## config.mk

```make
export PLATFORM = sky130hd
export DESIGN_NAME = rate_pulse_gen
export DESIGN_NICKNAME = d
export VERILOG_FILES = /design/src/rtl/rate_pulse_gen.sv
export SDC_FILE = /design/constraint.sdc
export NUM_CORES = 1
export LEC_CHECK = 0
export BUFFER_PORTS_ARGS = -buffer_cell sky130_fd_sc_hd__buf_2
export CAP_MARGIN = 10
export CORE_UTILIZATION = 60
export CTS_CLUSTER_SIZE = 40
export DETAILED_ROUTE_END_ITERATION = 6
export PLACE_DENSITY_LB_ADDON = 0.12
export SLEW_MARGIN = 30
export SYNTH_ARGS = -nofsm -noshare
export SYNTH_HDL_FRONTEND = slang
export SYNTH_SLANG_ARGS = --single-unit
```

## constraint.sdc

```tcl
create_clock -name clk -period 9.3 [get_ports clk]
set_clock_uncertainty 0.15 [all_clocks]
set_input_delay 1.395 -clock clk [delete_from_list [all_inputs] [get_ports clk]]
set_output_delay 1.395 -clock clk [all_outputs]
set_load 0.05 [all_outputs]
```

## src/rtl/rate_pulse_gen.sv

```systemverilog
// Per-channel programmable rate strobes; optional one-shot mode under RATE_PULSE_GEN_ONESHOT_EN.
// Latency: pulse registered, first strobe on the (tc+1)th enabled edge; no backpressure, strobes are fire-and-forget.
module rate_pulse_gen #(
  parameter int unsigned CLK_SPEED_HZ = 100_000_000,
  parameter int unsigned NUM_CH       = 4,
  parameter int unsigned DEFAULT_FPS  = 1,
  parameter int unsigned CNT_W        = 27
) (
  input  logic              clk,
  input  logic              rst,
  input  logic [NUM_CH-1:0] en,
  input  logic              sync_clr,
  input  logic              cfg_wr,
  input  logic [3:0]        cfg_ch,
  input  logic [CNT_W-1:0]  cfg_tc,
`ifdef RATE_PULSE_GEN_ONESHOT_EN
  input  logic [NUM_CH-1:0] oneshot,
  output logic [NUM_CH-1:0] done,
`endif
  output logic [NUM_CH-1:0] pulse
);

  localparam longint unsigned DEF_TC_W = 64'(CLK_SPEED_HZ / DEFAULT_FPS) - 64'd1;
  localparam logic [CNT_W-1:0] DEF_TC  = CNT_W'(DEF_TC_W);

  // A too-slow default rate (or DEFAULT_FPS above the clock) must not silently wrap.
  if (DEF_TC_W >= (64'd1 << CNT_W)) begin : g_bad_def_tc
    $error("rate_pulse_gen: default terminal count does not fit CNT_W bits");
  end
  if (NUM_CH < 1 || NUM_CH > 16) begin : g_bad_num_ch
    $error("rate_pulse_gen: NUM_CH must be 1..16");
  end

  for (genvar g = 0; g < NUM_CH; g++) begin : g_ch
    logic [CNT_W-1:0] tc_q;
    logic [CNT_W-1:0] cnt_q;
    logic             pulse_q;
    logic             wr_hit;
    logic             freeze;

    assign wr_hit = cfg_wr && (cfg_ch == 4'(g));

`ifdef RATE_PULSE_GEN_ONESHOT_EN
    logic done_q;

    // The strobe edge of a one-shot channel is followed by the done edge; after that it stays parked.
    always_ff @(posedge clk or posedge rst) begin
      if (rst) begin
        done_q <= 1'b0;
      end else if (wr_hit || sync_clr || !en[g]) begin
        done_q <= 1'b0;
      end else if (oneshot[g] && pulse_q) begin
        done_q <= 1'b1;
      end
    end

    assign freeze  = done_q || (oneshot[g] && pulse_q);
    assign done[g] = done_q;
`else
    assign freeze = 1'b0;
`endif

    // Write clears the counter so a lowered tc can never leave cnt above it.
    always_ff @(posedge clk or posedge rst) begin
      if (rst) begin
        tc_q    <= DEF_TC;
        cnt_q   <= '0;
        pulse_q <= 1'b0;
      end else if (wr_hit) begin
        tc_q    <= cfg_tc;
        cnt_q   <= '0;
        pulse_q <= 1'b0;
      end else if (sync_clr || !en[g] || freeze) begin
        cnt_q   <= '0;
        pulse_q <= 1'b0;
      end else if (cnt_q == tc_q) begin
        cnt_q   <= '0;
        pulse_q <= 1'b1;
      end else begin
        cnt_q   <= cnt_q + CNT_W'(1);
        pulse_q <= 1'b0;
      end
    end

    assign pulse[g] = pulse_q;
  end

endmodule

```

==> flow_summary.json, run 1 <==
{
  "max_slew_margin": 0.365,
  "synth.most_common_cell": "xor2_1",
  "synth_xor_area_frac": 0.166,
  "synth_top_family_by_area": "XOR/XNOR gates",
  "worstSetupEndpoint": "g_ch[3].cnt_q[12]",
  "io_buffer_count": 42,
  "initial_utilization": 0.613,
  "synthDominantCellAreaShare": 0.341,
  "drtPass1Iterations": 5,
  "p_per_area_nw_per_um2": 204,
  "crit_path_start_kind": "input port",
  "power_mw": 2.41,
  "r2r_setup_slack_ns": 6.82,
  "drc_errors": 0,
  "grt_max_degree": 141,
  "path_cells": "buf_2 > nor3b_1 > nand3_1 > buf_4 > and3b_1 > o21ai_1 > buf_4 > nor2_1",
  "setup_viol": 0,
  "synth_compound_area_frac": 0.0102,
  "period_needed_ns": 2.94,
  "max-cap-violations": 0,
  "antenna_found_initial": 0,
  "drive_gt1_frac": 0.289,
  "cts-root-buf": "clkbuf_16",
  "num-nets-final": 1001,
  "yosysSeqAreaShare": 0.530,
  "hpwl_um": 16800,
  "dp_slack_ns": 5.83,
  "io_pins": 43,
  "ys.flop_type": "dfrtp_1",
  "place.gp.congestion": 0.876,
  "drtIter0Drc": 455,
  "synth_mux_area_frac": 0.115,
  "end_kind": "flop",
  "crit_fanout": 28,
  "fmax_mhz": 341,
  "rsz0062_at_grt": "false",
  "slowest_stage": "buf_4",
  "cts_tree": "built",
  "cp-startpoint": "cfg_ch[3]",
  "path_depth": 8,
  "status": "finished, final reports clean",
  "path_class": "input port to flop",
  "fp-row-count": 48,
  "area_delta_synth_final_pct": 11.6,
  "vias": 7002,
  "synth_edf_count": 0,
  "synth_area_um2": 10600,
  "tightest_slew_ns": 0.946,
  "first_global_vias": 7203,
  "syn_nets": 954,
  "vias_per_cell": 5.83,
  "dieArea_um2": 18200,
  "diodes": 0,
  "tns_ns": 0,
  "synth_fa_ha_area_frac": 0.00473,
  "max_stage_delay_ns": 0.35,
  "crit_buf_inv": 3,
  "grt_pass1_wl_um": 39100,
  "hold_viol": 0,
  "cts_max_level": 1,
  "synth_seq_cells": 220,
  "whs_path_depth": 1,
  "reg2reg_to": "g_ch[3].cnt_q[12]",
  "p_leak_nw": 5.21,
  "hold_buffers": 0,
  "peakVddDrop_mv": 0.148,
  "path_common_cell": "buf_4",
  "numCtsBuffers": 24,
  "yosysTopAreaCell": "dfrtp_1",
  "fin_util": 0.685,
  "avgSynthCellArea_um2": 11.6,
  "crit-reg2reg-launch": "g_ch[3].cnt_q[18]",
  "core_um2": 17200,
  "rr_worst_depth": 6,
  "dieHeight_um": 135,
  "grt_usage": 0.282,
  "worstPathRequired_ns": 9.54,
  "ant_nets": 0,
  "hold_path_class": "flop to flop",
  "path_delay_family": "simple AND/OR/NAND/NOR gates",
  "synth_common_cells": "xor2_1, dfrtp_1, nor2_1",
  "insertion_delay_ns": 0.51,
  "cp.arrival_ns": 3.18,
  "period_share": 0.316,
  "yosysWarningCount": 0,
  "wirelength_um": 24100,
  "cts.sinks": 220,
  "clkSlewWorstSetupHoldPaths_ns": 0.06,
  "synth.distinct_cells": 37,
  "wl_per_cell_um": 20.1,
  "cts_buffer_depth": 3,
  "yosys-top-cells-area": "dfrtp_1, dfstp_2, xor2_1",
  "fin_ws_ns": 6.36,
  "syn_inst": 911,
  "grt_overflow": 0,
  "post_cts_resized": 0,
  "drv_slew": 0,
  "whs_ns": 0.348,
  "synthArstFlopShare": 1.00,
  "post_cts_buffers": 0,
  "die_x_um": 135,
  "yosys.area_share.simple": 0.157
}
==> registers in the layout, summed over array words and instances, names as in the netlist <==
register / flops
g_ch.cnt_q: 108
g_ch.tc_q: 108
g_ch.pulse_q: 4
==> worst register-to-register path, stage by stage (launching register included) <==
cell and delay, ns:
dfrtp_1 0.43, xor2_1 0.18, nor4_1 0.42, nand4_1 0.20
o21ai_1 0.53, buf_4 0.35, nor2_1 0.09
==> cell type report <==
cell class / instances / area [um2]
inverter: 12 / 57.6
multi-input combinational: 651 / 4820
clock buffer: 41 / 766
sequential: 220 / 5600
tap: 225 / 282
clock inverter: 3 / 15.0
fill: 1217 / 5430
timing repair buffer: 49 / 267
==> stage by stage <==
step / cells / instance area, um2
floorplan: 911 / 10600
global placement: 1157 / 11000
detailed placement: 1157 / 11000
CTS: 1201 / 11800
global route: 1201 / 11800
finish: 1201 / 11800
==> cells in the final DEF (no fill, tap or decap), types with 2 or more instances in the layout <==
| cell type | count |
|---|---|
| buf_4 | 6 |
| nor2_1 | 114 |
| nor3b_1 | 7 |
| or4_1 | 2 |
| or3_1 | 8 |
| and2_1 | 8 |
| and4_1 | 14 |
| o21ai_1 | 2 |
| clkbuf_1 | 8 |
| xor2_1 | 165 |
| nand3_1 | 41 |
| o21ai_4 | 2 |
| dfrtp_1 | 144 |
| and3b_1 | 2 |
| nand4_1 | 31 |
| clkinv_2 | 3 |
| clkbuf_16 | 25 |
| mux2_2 | 108 |
| buf_2 | 42 |
| ha_1 | 4 |
| and3_1 | 13 |
| dfstp_2 | 76 |
| nor4_2 | 2 |
| o21ai_0 | 8 |
| clkbuf_8 | 8 |
| nor3_2 | 3 |
| xnor2_1 | 35 |
| nor4_1 | 24 |
| nand2_1 | 30 |
| a21oi_1 | 8 |
| nor3_1 | 12 |
| inv_1 | 11 |
==> power by group <==
group / switching (mW) / total, mW / internal, mW
sequential: 0.0851 / 1.21 / 1.13
combinational: 0.126 / 0.270 / 0.144
clock: 0.370 / 0.926 / 0.556
==> kinds of logic after synthesis <==
group,Yosys count
flip-flops,220
adder cells (fa/ha/maj),4
buffers and inverters,40
XOR/XNOR,200
AO/OA/AOI/OAI,20
multiplexers,108
AND/OR/NAND/NOR,319
==> how the worst min path moves through the flow <==
stage          slack (ns)                to              from
2_1_floorplan        0.32  g_ch[1].cnt_q[0]  g_ch[1].cnt_q[0]
3_3_place_gp         0.34  g_ch[1].cnt_q[0]  g_ch[1].cnt_q[0]
3_5_place_dp         0.35  g_ch[3].cnt_q[0]  g_ch[3].cnt_q[0]
4_1_cts              0.35  g_ch[1].cnt_q[0]  g_ch[1].cnt_q[0]
5_1_grt              0.37  g_ch[1].cnt_q[0]  g_ch[1].cnt_q[0]
6_report             0.35  g_ch[1].cnt_q[0]  g_ch[1].cnt_q[0]
==> metal layers <==
| layer | part of all wire | global-route usage | vias up |
|---|---|---|---|
| li1 | - | - | 3225 |
| met2 | 0.49 | 0.470 | 198 |
| met4 | 0.020 | 0.0755 | 0 |
| met1 | 0.44 | 0.388 | 3539 |
| met5 | 0 | 0 | - |
| met3 | 0.047 | 0.0424 | 40 |
Note: power is estimated with default switching activity, not from simulation.
==> run 2, diff against run 1 <==
--- a/config.mk
+++ b/config.mk
@@ -5,9 +5,10 @@
 export SDC_FILE = /design/constraint.sdc
 export NUM_CORES = 1
 export LEC_CHECK = 0
+export ABC_AREA = 1
 export BUFFER_PORTS_ARGS = -buffer_cell sky130_fd_sc_hd__buf_2
 export CAP_MARGIN = 10
-export CORE_UTILIZATION = 60
+export CORE_UTILIZATION = 56
 export CTS_CLUSTER_SIZE = 40
 export DETAILED_ROUTE_END_ITERATION = 6
 export PLACE_DENSITY_LB_ADDON = 0.12
==> constraint.sdc (replaced) <==
create_clock -name clk -period 2.4 [get_ports clk]
set_clock_uncertainty 0.15 [all_clocks]
set_input_delay 0.36 -clock clk [delete_from_list [all_inputs] [get_ports clk]]
set_output_delay 0.36 -clock clk [all_outputs]
set_load 0.05 [all_outputs]
==> run 2 against run 1 <==
- via count is 34% higher
- hold slack lost 0.28 ns
- largest cell class unchanged
- sequential cell count is the same
- global-route usage down 0.82 points
- sequential power rose to 3.8 times the previous value
- wire length increased by 18%
- clock-buffer cell count shrank 4
- critical endpoint is now g_ch[1].cnt_q[18]
- clock power rose to 4.0 times the previous value
- design area rose by 9.9%
- non-clock buffer count up 3
- sequential share of layout area is 4.3 points lower
==> flow_summary.json, run 2 <==
{
  "tns_ns": 0,
  "p_per_area_nw_per_um2": 730,
  "p_leak_nw": 5.83,
  "power_mw": 9.47,
  "avgSynthCellArea_um2": 7.79,
  "vias": 9395,
  "hold_viol": 0,
  "fin_ws_ns": 0.426,
  "grt_overflow": 0,
  "path_cells": "inv_1 > nand2_1 > nand2_1 > nand2_1 > nor2_1 > nand2_1 > nor2_1 > nand2_1 > nand2_2 > nor2_1",
  "syn_inst": 1504,
  "clkSlewWorstSetupHoldPaths_ns": 0.06,
  "num-nets-final": 1589,
  "peakVddDrop_mv": 0.583,
  "synth.distinct_cells": 27,
  "yosys-top-cells-area": "dfrtp_1, dfstp_2, nand2_1",
  "wl_per_cell_um": 15.5,
  "hpwl_um": 20300,
  "end_kind": "flop",
  "cp.arrival_ns": 2.21,
  "initial_utilization": 0.575,
  "grt_usage": 0.274,
  "insertion_delay_ns": 0.52,
  "drv_slew": 0,
  "dieHeight_um": 147,
  "hold_path_class": "input port to flop",
  "dieArea_um2": 21500,
  "period_needed_ns": 1.97,
  "tightest_slew_ns": 0.732,
  "syn_nets": 1547,
  "drtIter0Drc": 712,
  "worstPathRequired_ns": 2.63,
  "synthArstFlopShare": 1.00,
  "path_class": "flop to flop",
  "layout_common_cells": "nand2_1, nor2_1, inv_1",
  "ant_nets": 0,
  "cts.sinks": 220,
  "vias_per_cell": 5.13,
  "io_buffer_count": 42,
  "grt_pass1_wl_um": 46100,
  "core_um2": 20400,
  "cts_tree": "built",
  "post_cts_buffers": 0,
  "numCtsBuffers": 24,
  "synth_edf_count": 0,
  "cts_buffer_depth": 3,
  "path_delay_family": "simple AND/OR/NAND/NOR gates",
  "seq_area_um2": 5600,
  "crit_path_start_kind": "flop",
  "final_common_cell": "nand2_1",
  "synth_common_cells": "nand2_1, nor2_1, inv_1",
  "biggestRegsByFlops": "g_ch.cnt_q: 108 flops, g_ch.tc_q: 108 flops, g_ch.pulse_q: 4 flops",
  "fillers": 1771,
  "multi_input_area_um2": 5230,
  "diodes": 0,
  "max_stage_delay_ns": 0.43,
  "crit_buf_inv": 1,
  "drtPass1Iterations": 5,
  "place.gp.congestion": 0.902,
  "synth_area_um2": 11700,
  "path_common_cell": "nand2_1",
  "period_share": 0.823,
  "setup_viol": 0,
  "yosysSeqAreaShare": 0.478,
  "dp.cells": 1789,
  "cts-root-buf": "clkbuf_16",
  "fmax_mhz": 506,
  "rsz0062_at_grt": "false",
  "ys.flop_type": "dfrtp_1",
  "fp-row-count": 52,
  "antenna_found_initial": 0,
  "status": "finished, final reports clean",
  "max_slew_margin": 0.512,
  "synth.most_common_cell": "nand2_1",
  "max-cap-violations": 0,
  "drive_gt1_frac": 0.119,
  "dp_slack_ns": 0.394,
  "synthDominantCellAreaShare": 0.308,
  "grt_max_degree": 136,
  "slowest_stage": "nand2_2",
  "yosysTopAreaCell": "dfrtp_1",
  "io_pins": 43,
  "die_x_um": 147,
  "yosysWarningCount": 0,
  "first_global_vias": 8946,
  "synth_seq_cells": 220,
  "cts_max_level": 1,
  "crit_fanout": 27,
  "final_cells": 1832,
  "drc_errors": 0,
  "area_delta_synth_final_pct": 10.7,
  "wirelength_um": 28500
}
run 2: cell types whose count changed after synthesis, moves of 18 or more:
cell	before	now
inv_1	12	186
mux2_2	108	0
nand2_1	30	439
nand3_1	41	59
nor2_1	114	218
nor4_1	24	0
o21ai_0	8	114
xnor2_1	35	90
xor2_1	165	52
run 2: per-layer routing:
| layer | vias to the layer above | track usage | wire (um) |
|---|---|---|---|
| met3 | 31 | 0.0400 | 1510 |
| met2 | 201 | 0.451 | 13400 |
| met4 | 0 | 0.0563 | 398 |
| li1 | 4718 | - | - |
| met5 | - | 0 | 0 |
| met1 | 4445 | 0.386 | 13100 |
run 2: area by class of cell:
class / count / share of cell area
Clock buffer: 37 / 0.0548
Timing Repair Buffer: 52 / 0.0241
Clock inverter: 5 / 0.00598
Tap cell: 270 / 0.0261
Sequential cell: 220 / 0.432
Multi-Input combinational cell: 1062 / 0.403
Inverter: 186 / 0.0541
run 2: final timing paths:
path / startpoint / to / slack (ns) / depth (start not counted)
max: g_ch[1].cnt_q[18] / g_ch[1].cnt_q[18] / 0.43 / 10
min: cfg_ch[0] / g_ch[2].tc_q[2] / 0.06 / 4
max reg2reg: g_ch[1].cnt_q[18] / g_ch[1].cnt_q[18] / 0.43 / 10
min reg2reg: g_ch[1].tc_q[24] / g_ch[1].tc_q[24] / 0.35 / 2
max in group asynchronous: rst / g_ch[3].cnt_q[19] / 1.05 / 4
min in group asynchronous: rst / g_ch[0].pulse_q / 0.42 / 4
run 2: logic make-up (layout without fill, tap and decap cells):
kind of cell / count (synthesis) / in the layout / share of synthesized area
AND/OR/NAND/NOR: 799 / 799 / 0.286
flip-flops: 220 / 220 / 0.478
buffers and inverters: 222 / 280 / 0.0754
adder cells (fa/ha/maj): 4 / 4 / 0.00427
XOR/XNOR: 142 / 142 / 0.106
AO/OA/AOI/OAI: 117 / 117 / 0.0502
run 2: stage by stage:
step / utilization / hold slack [ns] / cell area (um2)
after detailed placement: 0.598 / 0.341 / 12200
final: 0.637 / 0.0632 / 13000
after global placement: 0.598 / 0.335 / 12200
after global routing: 0.637 / 0.0773 / 13000
after CTS: 0.637 / 0.0478 / 13000
after floorplan: - / 0.323 / 11700
run 2: where the power goes:
group / switching, mW / leakage [nW] / internal [mW]
Clock: 1.48 / 0.383 / 2.24
Sequential: 0.306 / 2.76 / 4.29
Combinational: 0.648 / 2.69 / 0.499
run 2: what timing repair did:
| action | in CTS | in global routing |
|---|---|---|
| resized for setup | 0 | 0 |
| hold endpoints to repair | 138 | 0 |
| hold buffers | 1 | 0 |
run 2: worst min-delay path, cell delays in order:
cell	delay [ns]
buf_2	0.09
nor2_1	0.07
nand3_2	0.12
o21ai_0	0.09
